===== src/rtl/change_dispenser.sv =====
// Coin change dispenser: splits a multiple-of-5 amount into 25/10/5 coin pulses for a hopper.
// Optional CHANGE_DISPENSER_ABORT_EN adds an abort input that cuts a dispense short.
module change_dispenser #(
    parameter int unsigned PULSE_CYCLES = 4,
    parameter int unsigned GAP_CYCLES   = 4
) (
    input  logic       clk,
    input  logic       reset,
    input  logic       start,
    input  logic [6:0] amount,
`ifdef CHANGE_DISPENSER_ABORT_EN
    input  logic       abort,
`endif
    output logic       coin_25,
    output logic       coin_10,
    output logic       coin_5,
    output logic       busy,
    output logic       done,
    output logic       err,
    output logic [6:0] remaining
);

    typedef enum logic [2:0] {IDLE, SELECT, PULSE, GAP, DONE} state_t;

    localparam logic [3:0] PULSE_LAST = 4'(PULSE_CYCLES - 1);
    localparam logic [3:0] GAP_LAST   = 4'(GAP_CYCLES - 1);

    state_t     state;
    logic [3:0] cnt;
    logic       aborted;
    logic       abort_req;
    logic [6:0] coin_val;

`ifdef CHANGE_DISPENSER_ABORT_EN
    assign abort_req = abort;
`else
    assign abort_req = 1'b0;
`endif

    always_comb begin
        coin_val = 7'd5;
        if (coin_25)      coin_val = 7'd25;
        else if (coin_10) coin_val = 7'd10;
    end

    always_ff @(posedge clk or posedge reset) begin
        if (reset) begin
            state     <= IDLE;
            cnt       <= 4'd0;
            remaining <= 7'd0;
            coin_25   <= 1'b0;
            coin_10   <= 1'b0;
            coin_5    <= 1'b0;
            busy      <= 1'b0;
            done      <= 1'b0;
            err       <= 1'b0;
            aborted   <= 1'b0;
        end else begin
            done <= 1'b0;
            err  <= 1'b0;
            cnt  <= cnt + 4'd1;
            case (state)
                IDLE: begin
                    cnt <= 4'd0;
                    if (start) begin
                        if (amount % 7'd5 == 7'd0) begin
                            remaining <= amount;
                            busy      <= 1'b1;
                            state     <= SELECT;
                        end else begin
                            err <= 1'b1;
                        end
                    end
                end
                SELECT: begin
                    cnt <= 4'd0;
                    // remaining is always a multiple of 5, so the fall-through means zero
                    if (remaining >= 7'd25) begin
                        coin_25 <= 1'b1;
                        state   <= PULSE;
                    end else if (remaining >= 7'd10) begin
                        coin_10 <= 1'b1;
                        state   <= PULSE;
                    end else if (remaining >= 7'd5) begin
                        coin_5 <= 1'b1;
                        state  <= PULSE;
                    end else begin
                        done  <= 1'b1;
                        state <= DONE;
                    end
                end
                PULSE: begin
                    if (abort_req || cnt == PULSE_LAST) begin
                        coin_25   <= 1'b0;
                        coin_10   <= 1'b0;
                        coin_5    <= 1'b0;
                        remaining <= remaining - coin_val;
                        cnt       <= 4'd0;
                        aborted   <= abort_req;
                        state     <= GAP;
                    end
                end
                GAP: begin
                    if (abort_req) begin
                        cnt     <= 4'd0;
                        aborted <= 1'b1;
                    end else if (cnt == GAP_LAST) begin
                        cnt <= 4'd0;
                        if (aborted) begin
                            aborted <= 1'b0;
                            done    <= 1'b1;
                            state   <= DONE;
                        end else begin
                            state <= SELECT;
                        end
                    end
                end
                DONE: begin
                    cnt   <= 4'd0;
                    busy  <= 1'b0;
                    state <= IDLE;
                end
                default: begin
                    cnt   <= 4'd0;
                    busy  <= 1'b0;
                    state <= IDLE;
                end
            endcase
        end
    end

endmodule


===== config.mk =====
export PLATFORM = sky130hd
export DESIGN_NAME = change_dispenser
export DESIGN_NICKNAME = d
export VERILOG_FILES = /design/src/rtl/change_dispenser.sv
export SDC_FILE = /design/constraint.sdc
export NUM_CORES = 1
export LEC_CHECK = 0
export ABC_AREA = 1
export CORE_ASPECT_RATIO = 0.9
export CORE_MARGIN = 3
export CORE_UTILIZATION = 57
export CTS_CLUSTER_SIZE = 30
export DETAILED_ROUTE_END_ITERATION = 16
export PLACE_DENSITY = 0.84
export RECOVER_POWER = 100
export SKIP_CTS_REPAIR_TIMING = 1
export SYNTH_ARGS = -nofsm -noshare
export SYNTH_HDL_FRONTEND = slang
export SYNTH_SLANG_ARGS = --single-unit

===== constraint.sdc =====
create_clock -name clk -period 4.67 [get_ports clk]
set_clock_uncertainty 0.15 [all_clocks]
set_input_delay 0.467 -clock clk [delete_from_list [all_inputs] [get_ports clk]]
set_output_delay 0.467 -clock clk [all_outputs]
set_load 0.01 [all_outputs]

==> flow_summary.ini, run 1 <==
[outcome]
status = finished clean

[logic_synthesis]
synth_top_area_share_pct = 34.72
synth.yosys.seq_area_share_pct = 34.72
ys.flop_type = dfrtp_1
syn-mean-instance-area_um2 = 7.468
synthesis.area_um2 = 1441
top_cells_by_area_synth = dfrtp_1 (35%), nand2_1 (8.9%), inv_1 (7.3%), nand2_2 (6.1%), ha_1 (5.2%)
postSynth.asyncResetShare_pct = 100.0
yosys_warnings = 0
synth_edf_count = 0
synth_top_cell_by_area = dfrtp_1
ys_top_cells_by_count = nand2_1 (34), inv_1 (28), dfrtp_1 (20)
synth.net_count = 210
synthMostInstantiatedCell = nand2_1
netlist-cell-type-count = 30
synth_seq_cells = 20
syn_inst = 193

[routing]
antenna_left = 0
routed_wirelength_mm = 3.213
drt-wirelength-per-cell_um = 13.11
drt-vias-per-instance = 5.657
drt_iter0_markers = 52
drt-pass1-iter-count = 4
num_vias = 1386
post-route-drc-count = 0

[placement]
placement.setup.worst_slack_ps = 1862
port_buffers = 22
dp.final_hpwl_mm = 2.643
gpl.final_weighted_congestion = 0.7968

[setup_path]
setup.reg_to_reg.worst_slack_ps = 1870
cp_data_required_time_ps = 4720
timing.rr.end = remaining[1]
crit-reg2reg-launch = state[1]
worstSetupEndpointType = flop
critical_path.startpoint_type = input port
worst_ep_arrival_time_ps = 2930
criticalPathCategory = input port to flop
worst_setup_path_startpoint = amount[4]
worst_r2r_path_depth = 10
critPathMaxFanout = 12

[die]
die-width_um = 59.01
fp.dieArea_um2 = 3169
num_ports = 23
die-height_um = 53.71
core-area_um2 = 2282
std_cell_rows = 16
initial_core_util_pct = 63.16

[layout]
fill_cells = 204
layout.nets = 236
drive_above_1_share_pct = 8.716
post-route-util_pct = 73.90
area_growth_syn_to_layout_pct = 17.01
diodes = 0

[timing]
max_slew.worst_pin.slew_ps = 712.7
number_of_max_slew_violations_in_the_final_report = 0
setup_tns_ps = 0
layout_worst_path_cycle_share_pct = 61.69
rsz0062_at_grt = false
post_route_setup_slack_ps = 1789
slew-limit-headroom_pct = 52.43
fmax_ghz = 0.3471
finalSetupViolCount = 0
post-route-min-period_ps = 2881
hold_viol = 0

[power]
p_leak_uw = 0.0009066
worst_ir_drop_vdd_uv = 200.4
power.density_cell_area_nw_per_um2 = 259.0

[clock_tree]
cts.root.buffer_cell = clkbuf_4
clkLatencyLatePin_ps = 290
cts_tree = built
cts_buffer_count = 3
cts.sinks = 20
htree_num_levels = 1
clkTransAtPathRegs_ps = 110
cts_max_path_buffers = 2

[global_routing]
grt_overflow_total = 0
grt_max_degree = 21
grt_pass1_wl_mm = 5.651
grt_pass1_vias = 1313
grt_util_all_layers_pct = 23.15
grt_antenna_before_repair = 0

[min_path]
holdPathEnd = cnt[0]
holdCritStartpoint = cnt[0]
min_path_type = flop to flop
cells_on_worst_hold_path = 1

[flow_run]
max_cap_violations = 0
[kinds of logic (layout without fill, tap and decap cells)]
kind of cell	after synthesis	in the layout	synth area share (%)
simple gates	92	92	29.95
compound gates	34	34	15.36
buf+inv	33	58	9.114
flops	20	20	34.72
fa+ha+maj	7	7	6.597
xor+xnor	7	7	4.254
[worst max-delay path by stage]
stage                               to  cells after the start
final                     remaining[1]                     14
after global routing      remaining[3]                     14
after CTS                 remaining[0]                     18
after detailed placement  remaining[0]                     16
after global placement    remaining[0]                     18
after floorplan           remaining[6]                     12
[layer usage]
metal  GRT usage [%]  vias up  share of wire, %
li1                -      680                 -
met1           29.63      650                44
met3           2.398        5               6.3
met4           4.906        0               1.2
met5               0        -                 0
met2           42.28       51                49
[power breakdown]
part	leakage [µW]	switching, µW	internal [µW]
Clock	0.0000210	49.7	47.5
Combinational	0.000615	82.7	58.9
Sequential	0.000270	13.5	184
Total	0.000907	146	291
[sequential cells by signal, indices dropped and copies added, names as in the netlist]
name and flops:
remaining 7, coin_10 1, err 1, coin_25 1, cnt 4, done 1
busy 1, coin_5 1, state 3
[layout make-up]
| type | instances | area, µm² | area share [%] |
|---|---|---|---|
| Multi-Input combinational cell | 140 | 775.7 | 45.99 |
| Sequential cell | 20 | 500.5 | 29.67 |
| Timing Repair Buffer | 22 | 220.2 | 13.06 |
| Inverter | 32 | 120.1 | 7.122 |
| Clock buffer | 4 | 36.28 | 2.151 |
| Tap cell | 27 | 33.78 | 2.003 |
[per-stage QoR]
step | cells | area (µm²) | hold slack, ps | total power [µW]
after global placement | 241 | 1684 | 301.0 | 345.0
after detailed placement | 241 | 1684 | 312.7 | 351.8
after floorplan | 193 | 1441 | 280.6 | 301.6
final | 245 | 1687 | 318.9 | 436.8
after global routing | 245 | 1687 | 355.9 | 466.6
after CTS | 245 | 1720 | 327.5 | 448.0
[layout by cell type, fill, tap and decap left out]
master and count:
inv_2 1, fa_1 1, a21boi_0 1, a21oi_1 5, inv_1 31, nor3_1 2, o32ai_1 1, nand2_1 37
xnor2_1 3, nor4_1 3, a211oi_1 1, nor2_1 19, o211ai_1 2, o21a_1 1, clkbuf_8 1, dfrtp_1 20
clkbuf_4 3, o211a_1 1, nand2_2 11, nand3_2 1, dlygate4sd3_1 15, or2_2 1, xor2_1 4, o21ai_0 20
a21boi_2 1, nand3_1 16, ha_1 6, nand4_1 2, clkdlybuf4s50_1 7, a311o_1 1
[critical path: stages]
cell and delay (ps):
dlygate4sd3_1 560, inv_1 120, nand3_1 150, nand3_2 90, nand2_1 100, nand3_1 130, nand3_1 150, o21ai_0 190
o21ai_0 110, nor2_1 120, nand2_2 70, nand2_1 90, nand2_1 270, o21ai_0 320
Power figures use the tool's default switching activity.
==> run 2, diff against run 1 <==
--- a/config.mk
+++ b/config.mk
@@ -8,10 +8,10 @@
 export ABC_AREA = 1
 export CORE_ASPECT_RATIO = 0.9
 export CORE_MARGIN = 3
-export CORE_UTILIZATION = 57
+export CORE_UTILIZATION = 53
 export CTS_CLUSTER_SIZE = 30
 export DETAILED_ROUTE_END_ITERATION = 16
-export PLACE_DENSITY = 0.84
+export PLACE_DENSITY = 0.79
 export RECOVER_POWER = 100
 export SKIP_CTS_REPAIR_TIMING = 1
 export SYNTH_ARGS = -nofsm -noshare
==> constraint.sdc (replaced) <==
create_clock -name clk -period 2.7 [get_ports clk]
set_clock_uncertainty 0.15 [all_clocks]
set_input_delay 0.27 -clock clk [delete_from_list [all_inputs] [get_ports clk]]
set_output_delay 0.27 -clock clk [all_outputs]
set_load 0.01 [all_outputs]
==> flow_summary.ini, run 2 (synthesis results as in run 1) <==
[layout]
layout.cells.most_common = nand2_1
final_cell_mix = nand2_1 (39), inv_1 (29), dfrtp_1 (20)
fill_cells = 221
drive_above_1_share_pct = 11.06
regMostFlops = remaining
multiInputGateArea_um2 = 792.0
diodes = 0
seqCellArea_um2 = 500.5
largest_register_ff_count = 7
layout.nets = 236
area_growth_syn_to_layout_pct = 17.27
layout_top_registers = remaining (7), cnt (4), state (3)

[timing]
post_route_setup_slack_ps = 246.5
setup_tns_ps = 0
max_slew.worst_pin.slew_ps = 733.7
fmax_ghz = 0.4076
layout_worst_path_cycle_share_pct = 90.87
rsz0062_at_grt = false
slew-limit-headroom_pct = 51.03
hold_viol = 0
post-route-min-period_ps = 2454
number_of_max_slew_violations_in_the_final_report = 0
finalSetupViolCount = 0

[global_routing]
grt_pass1_vias = 1219
routing_usage_on_met2_pct = 32.82
grt_max_degree = 21
use_met3_pct = 2.103
grt.busiest_layer = met2
grt_overflow_total = 0
grt_util_all_layers_pct = 19.30
grt_antenna_before_repair = 0
grt_pass1_wl_mm = 5.112
met1_usage_pct = 25.15

[routing]
drt-pass1-iter-count = 4
drt-vias-per-instance = 5.490
antenna_left = 0
num_vias = 1345
post-route-drc-count = 0
drt_iter0_markers = 81
drt-wirelength-per-cell_um = 12.45
routed_wirelength_mm = 3.051

[setup_path]
worst_setup_path_startpoint = coin_25
critPathBufInv = 1
worstPathCellList = nor2_1 > inv_1 > ha_1 > fa_1 > nor2_1 > a211oi_1 > o211ai_1 > xor2_1 > o21ai_0 > nand3_1 > nand2_1
crit-reg2reg-launch = coin_25
criticalPathCategory = flop to flop
crit_family = adder cells
worstSetupEndpointType = flop
path_common_cell = nor2_1
critPathMaxFanout = 4
cp_data_required_time_ps = 2740
crit_path_top_delay_cell = dfrtp_1
worst_ep_arrival_time_ps = 2500
crit_path_largest_cell_delay_ps = 420
critical_path.startpoint_type = flop

[power]
p_leak_uw = 0.0009058
worst_ir_drop_vdd_uv = 152.5
power.density_cell_area_nw_per_um2 = 429.3

[die]
num_ports = 23
die-width_um = 60.97
fp.dieArea_um2 = 3382
die-height_um = 55.48
std_cell_rows = 17
core-area_um2 = 2531
initial_core_util_pct = 56.95

[outcome]
status = finished clean

[placement]
gpl.final_weighted_congestion = 0.7936
port_buffers = 22
dp.final_hpwl_mm = 2.510
placement.setup.worst_slack_ps = 69.21

[min_path]
min_path_type = flop to flop
holdCritStartpoint = cnt[0]

[clock_tree]
cts_tree = built
clkLatencyLatePin_ps = 290
htree_num_levels = 1
cts.root.buffer_cell = clkbuf_4
cts_buffer_count = 3
cts_max_path_buffers = 2
clkTransAtPathRegs_ps = 110
cts.sinks = 20

[flow_run]
max_cap_violations = 0
## run 2: changes by cell type in the layout (fill, tap and decap cells not counted)
| cell | change |
|---|---|
| clkbuf_8 | -1 |
| inv_1 | -2 |
| inv_2 | +2 |
| nand2_1 | +2 |
| nand2_2 | -2 |
| nor2_1 | -1 |
| nor2_2 | +1 |
| o21ai_0 | -6 |
| o21ai_1 | +1 |
| o21ai_2 | +5 |
## run 2: worst paths after layout
check                          endpoint  slack, ps  cells after the start
max in group asynchronous  remaining[3]       1560                      2
min                              cnt[0]        320                      1
min reg2reg                      cnt[0]        320                      1
max reg2reg                remaining[6]        250                     11
min in group asynchronous          busy        380                      2
max                        remaining[6]        250                     11
## run 2: area by class of cell
cell class                 instances  area share, %
tap                               28          2.073
sequential                        20          29.61
multi-input combinational        140          46.85
timing repair buffer              22          13.03
clock buffer                       3          1.332
inverter                          32          7.106
## run 2: where the power goes
part,internal [µW],switching [µW]
Combinational,104,144
Clock,51.8,85.5
Sequential,319,21.0
Total,475,251
## run 2: metal layers
| layer | vias to the layer above | wire length, µm |
|---|---|---|
| li1 | 679 | - |
| met1 | 623 | 1399 |
| met2 | 41 | 1506 |
| met3 | 2 | 115 |
| met4 | 0 | 29 |
| met5 | - | 0 |
## run 2: stage by stage
stage               total power [µW]  std cells  hold slack [ps]  area, µm²  util, %
floorplan                      521.6        193            83.83       1441        -
global placement               596.7        242            299.8       1685    66.58
detailed placement             603.7        242            306.2       1685    66.58
CTS                            736.9        245            268.3       1708    67.47
global route                   775.0        245            355.9       1690    66.78
finish                         725.7        245            321.5       1690    66.78
==> run 3, diff against run 2 <==
--- a/config.mk
+++ b/config.mk
@@ -6,7 +6,7 @@
 export NUM_CORES = 1
 export LEC_CHECK = 0
 export ABC_AREA = 1
-export CORE_ASPECT_RATIO = 0.9
+export CORE_ASPECT_RATIO = 1.4
 export CORE_MARGIN = 3
 export CORE_UTILIZATION = 53
 export CTS_CLUSTER_SIZE = 30
==> constraint.sdc (replaced) <==
create_clock -name clk -period 2.7 [get_ports clk]
set_clock_uncertainty 0.15 [all_clocks]
set_input_delay 0.27 -clock clk [delete_from_list [all_inputs] [get_ports clk]]
set_output_delay 0.27 -clock clk [all_outputs]
set_load 0.1 [all_outputs]
==> flow_summary.ini, run 3 (synthesis results as in run 1) <==
[timing]
slew-limit-headroom_pct = 22.31
rsz0062_at_grt = false
finalSetupViolCount = 0
hold_viol = 0
setup_tns_ps = 0
number_of_max_slew_violations_in_the_final_report = 0
finalHoldWorstSlack_ps = 329.8
max_slew.worst_pin.slew_ps = 1170
layout_worst_path_cycle_share_pct = 92.40
post-route-min-period_ps = 2495
fmax_ghz = 0.4008

[power]
worst_ir_drop_vdd_uv = 252.5
p_leak_uw = 0.0008447
power.density_cell_area_nw_per_um2 = 513.1

[setup_path]
worstPathCellList = nor2_1 > inv_1 > ha_1 > fa_1 > nor2_1 > a211oi_1 > o211ai_1 > xor2_1 > o21ai_0 > nand3_1 > nand2_1
worstSetupEndpointType = flop
critical_path.startpoint_type = flop
timing.rr.end = remaining[6]
worst_ep_arrival_time_ps = 2580
crit_path_largest_cell_delay_ps = 450
cp_data_required_time_ps = 2790
setup.reg_to_reg.worst_slack_ps = 210
crit-reg2reg-launch = coin_25
critPathMaxFanout = 4
crit_path_top_delay_cell = dfrtp_2
worst_r2r_path_depth = 11
path_common_cell = nor2_1
criticalPathCategory = flop to flop

[clock_tree]
cts_tree = built
cts.sinks = 20
cts_buffer_count = 3
cts_max_path_buffers = 2
clkTransAtPathRegs_ps = 110
clkLatencyLatePin_ps = 290
cts.root.buffer_cell = clkbuf_4
htree_num_levels = 1

[layout]
largest_register_ff_count = 7
regMostFlops = remaining
drive_above_1_share_pct = 12.33
fill_cells = 231
final_cell_mix = nand2_1 (37), inv_1 (30), nor2_1 (18), dfrtp_1 (18), o21ai_0 (16)
layout_top_registers = remaining (7), cnt (4), state (3)
layout.cells.most_common = nand2_1
non_filler_cell_area_final_um2 = 1633
area_growth_syn_to_layout_pct = 13.28
diodes = 0
layout.nets = 237

[min_path]
min_path_type = flop to flop
holdCritStartpoint = cnt[0]
holdPathEnd = cnt[0]
cells_on_worst_hold_path = 1

[routing]
antenna_left = 0
post-route-drc-count = 0
drt_iter0_markers = 29
drt-wirelength-per-cell_um = 12.89
drt-vias-per-instance = 5.474
num_vias = 1385
drt-pass1-iter-count = 5
routed_wirelength_mm = 3.262

[global_routing]
grt_pass1_wl_mm = 5.485
grt_overflow_total = 0
grt_max_degree = 21
grt_antenna_before_repair = 0
grt_util_all_layers_pct = 20.34
grt_pass1_vias = 1430

[die]
initial_core_util_pct = 57.74
fp.dieArea_um2 = 3390
num_ports = 23
die-height_um = 67.71
die-width_um = 50.08
core-area_um2 = 2496
std_cell_rows = 21

[flow_run]
max_cap_violations = 0

[placement]
port_buffers = 22
dp.final_hpwl_mm = 2.689
gpl.final_weighted_congestion = 0.9149
postPlaceCellArea_um2 = 1670

[outcome]
status = finished clean
## run 3: critical path: cells and delay by family (launching register included)
family	cells	cell delay, ps
fa+ha+maj	2	630
simple gates	4	560
compound gates	3	470
flops	1	450
buf+inv	1	100
xor+xnor	1	90
## run 3: routing by layer
metal	wire, µm	GRT usage (%)	up-vias
met5	0	0	-
met4	105	12.80	0
met3	83	1.545	12
met2	1857	41.18	31
met1	1216	19.17	658
li1	-	-	684
## run 3: report_power, final
part,internal [µW],switching [µW]
combinational,91.9,258
clock,57.4,90.2
sequential,319,21.6
total,468,369
## run 3: worst max-delay path by stage
stage | startpoint | endpoint | slack (ps) | cells past startpoint
after floorplan | remaining[0] | remaining[6] | 7 | 10
after global placement | amount[6] | remaining[4] | 190 | 18
after detailed placement | amount[6] | remaining[0] | 80 | 18
after CTS | coin_25 | remaining[6] | 240 | 11
after global routing | coin_25 | remaining[6] | 70 | 11
final | coin_25 | remaining[6] | 210 | 11
## run 3: final cells by class
| cell class | count | area (µm²) | share of cell area, % |
|---|---|---|---|
| multi-input combinational | 140 | 794.5 | 48.66 |
| sequential | 20 | 503.0 | 30.80 |
| timing repair buffer | 23 | 146.4 | 8.965 |
| inverter | 32 | 120.1 | 7.356 |
| tap | 34 | 42.54 | 2.605 |
| clock buffer | 4 | 26.28 | 1.609 |
## run 3: metrics by stage
step                total power [µW]  setup slack [ps]  std cells  utilization (%)
detailed placement             714.1             79.49        249            66.92
global placement               706.7             194.4        249            66.92
global route                   889.2             72.62        253            65.41
floorplan                      629.9             7.304        193                -
CTS                            857.1             238.1        253            67.97
finish                         837.8             205.3        253            65.41
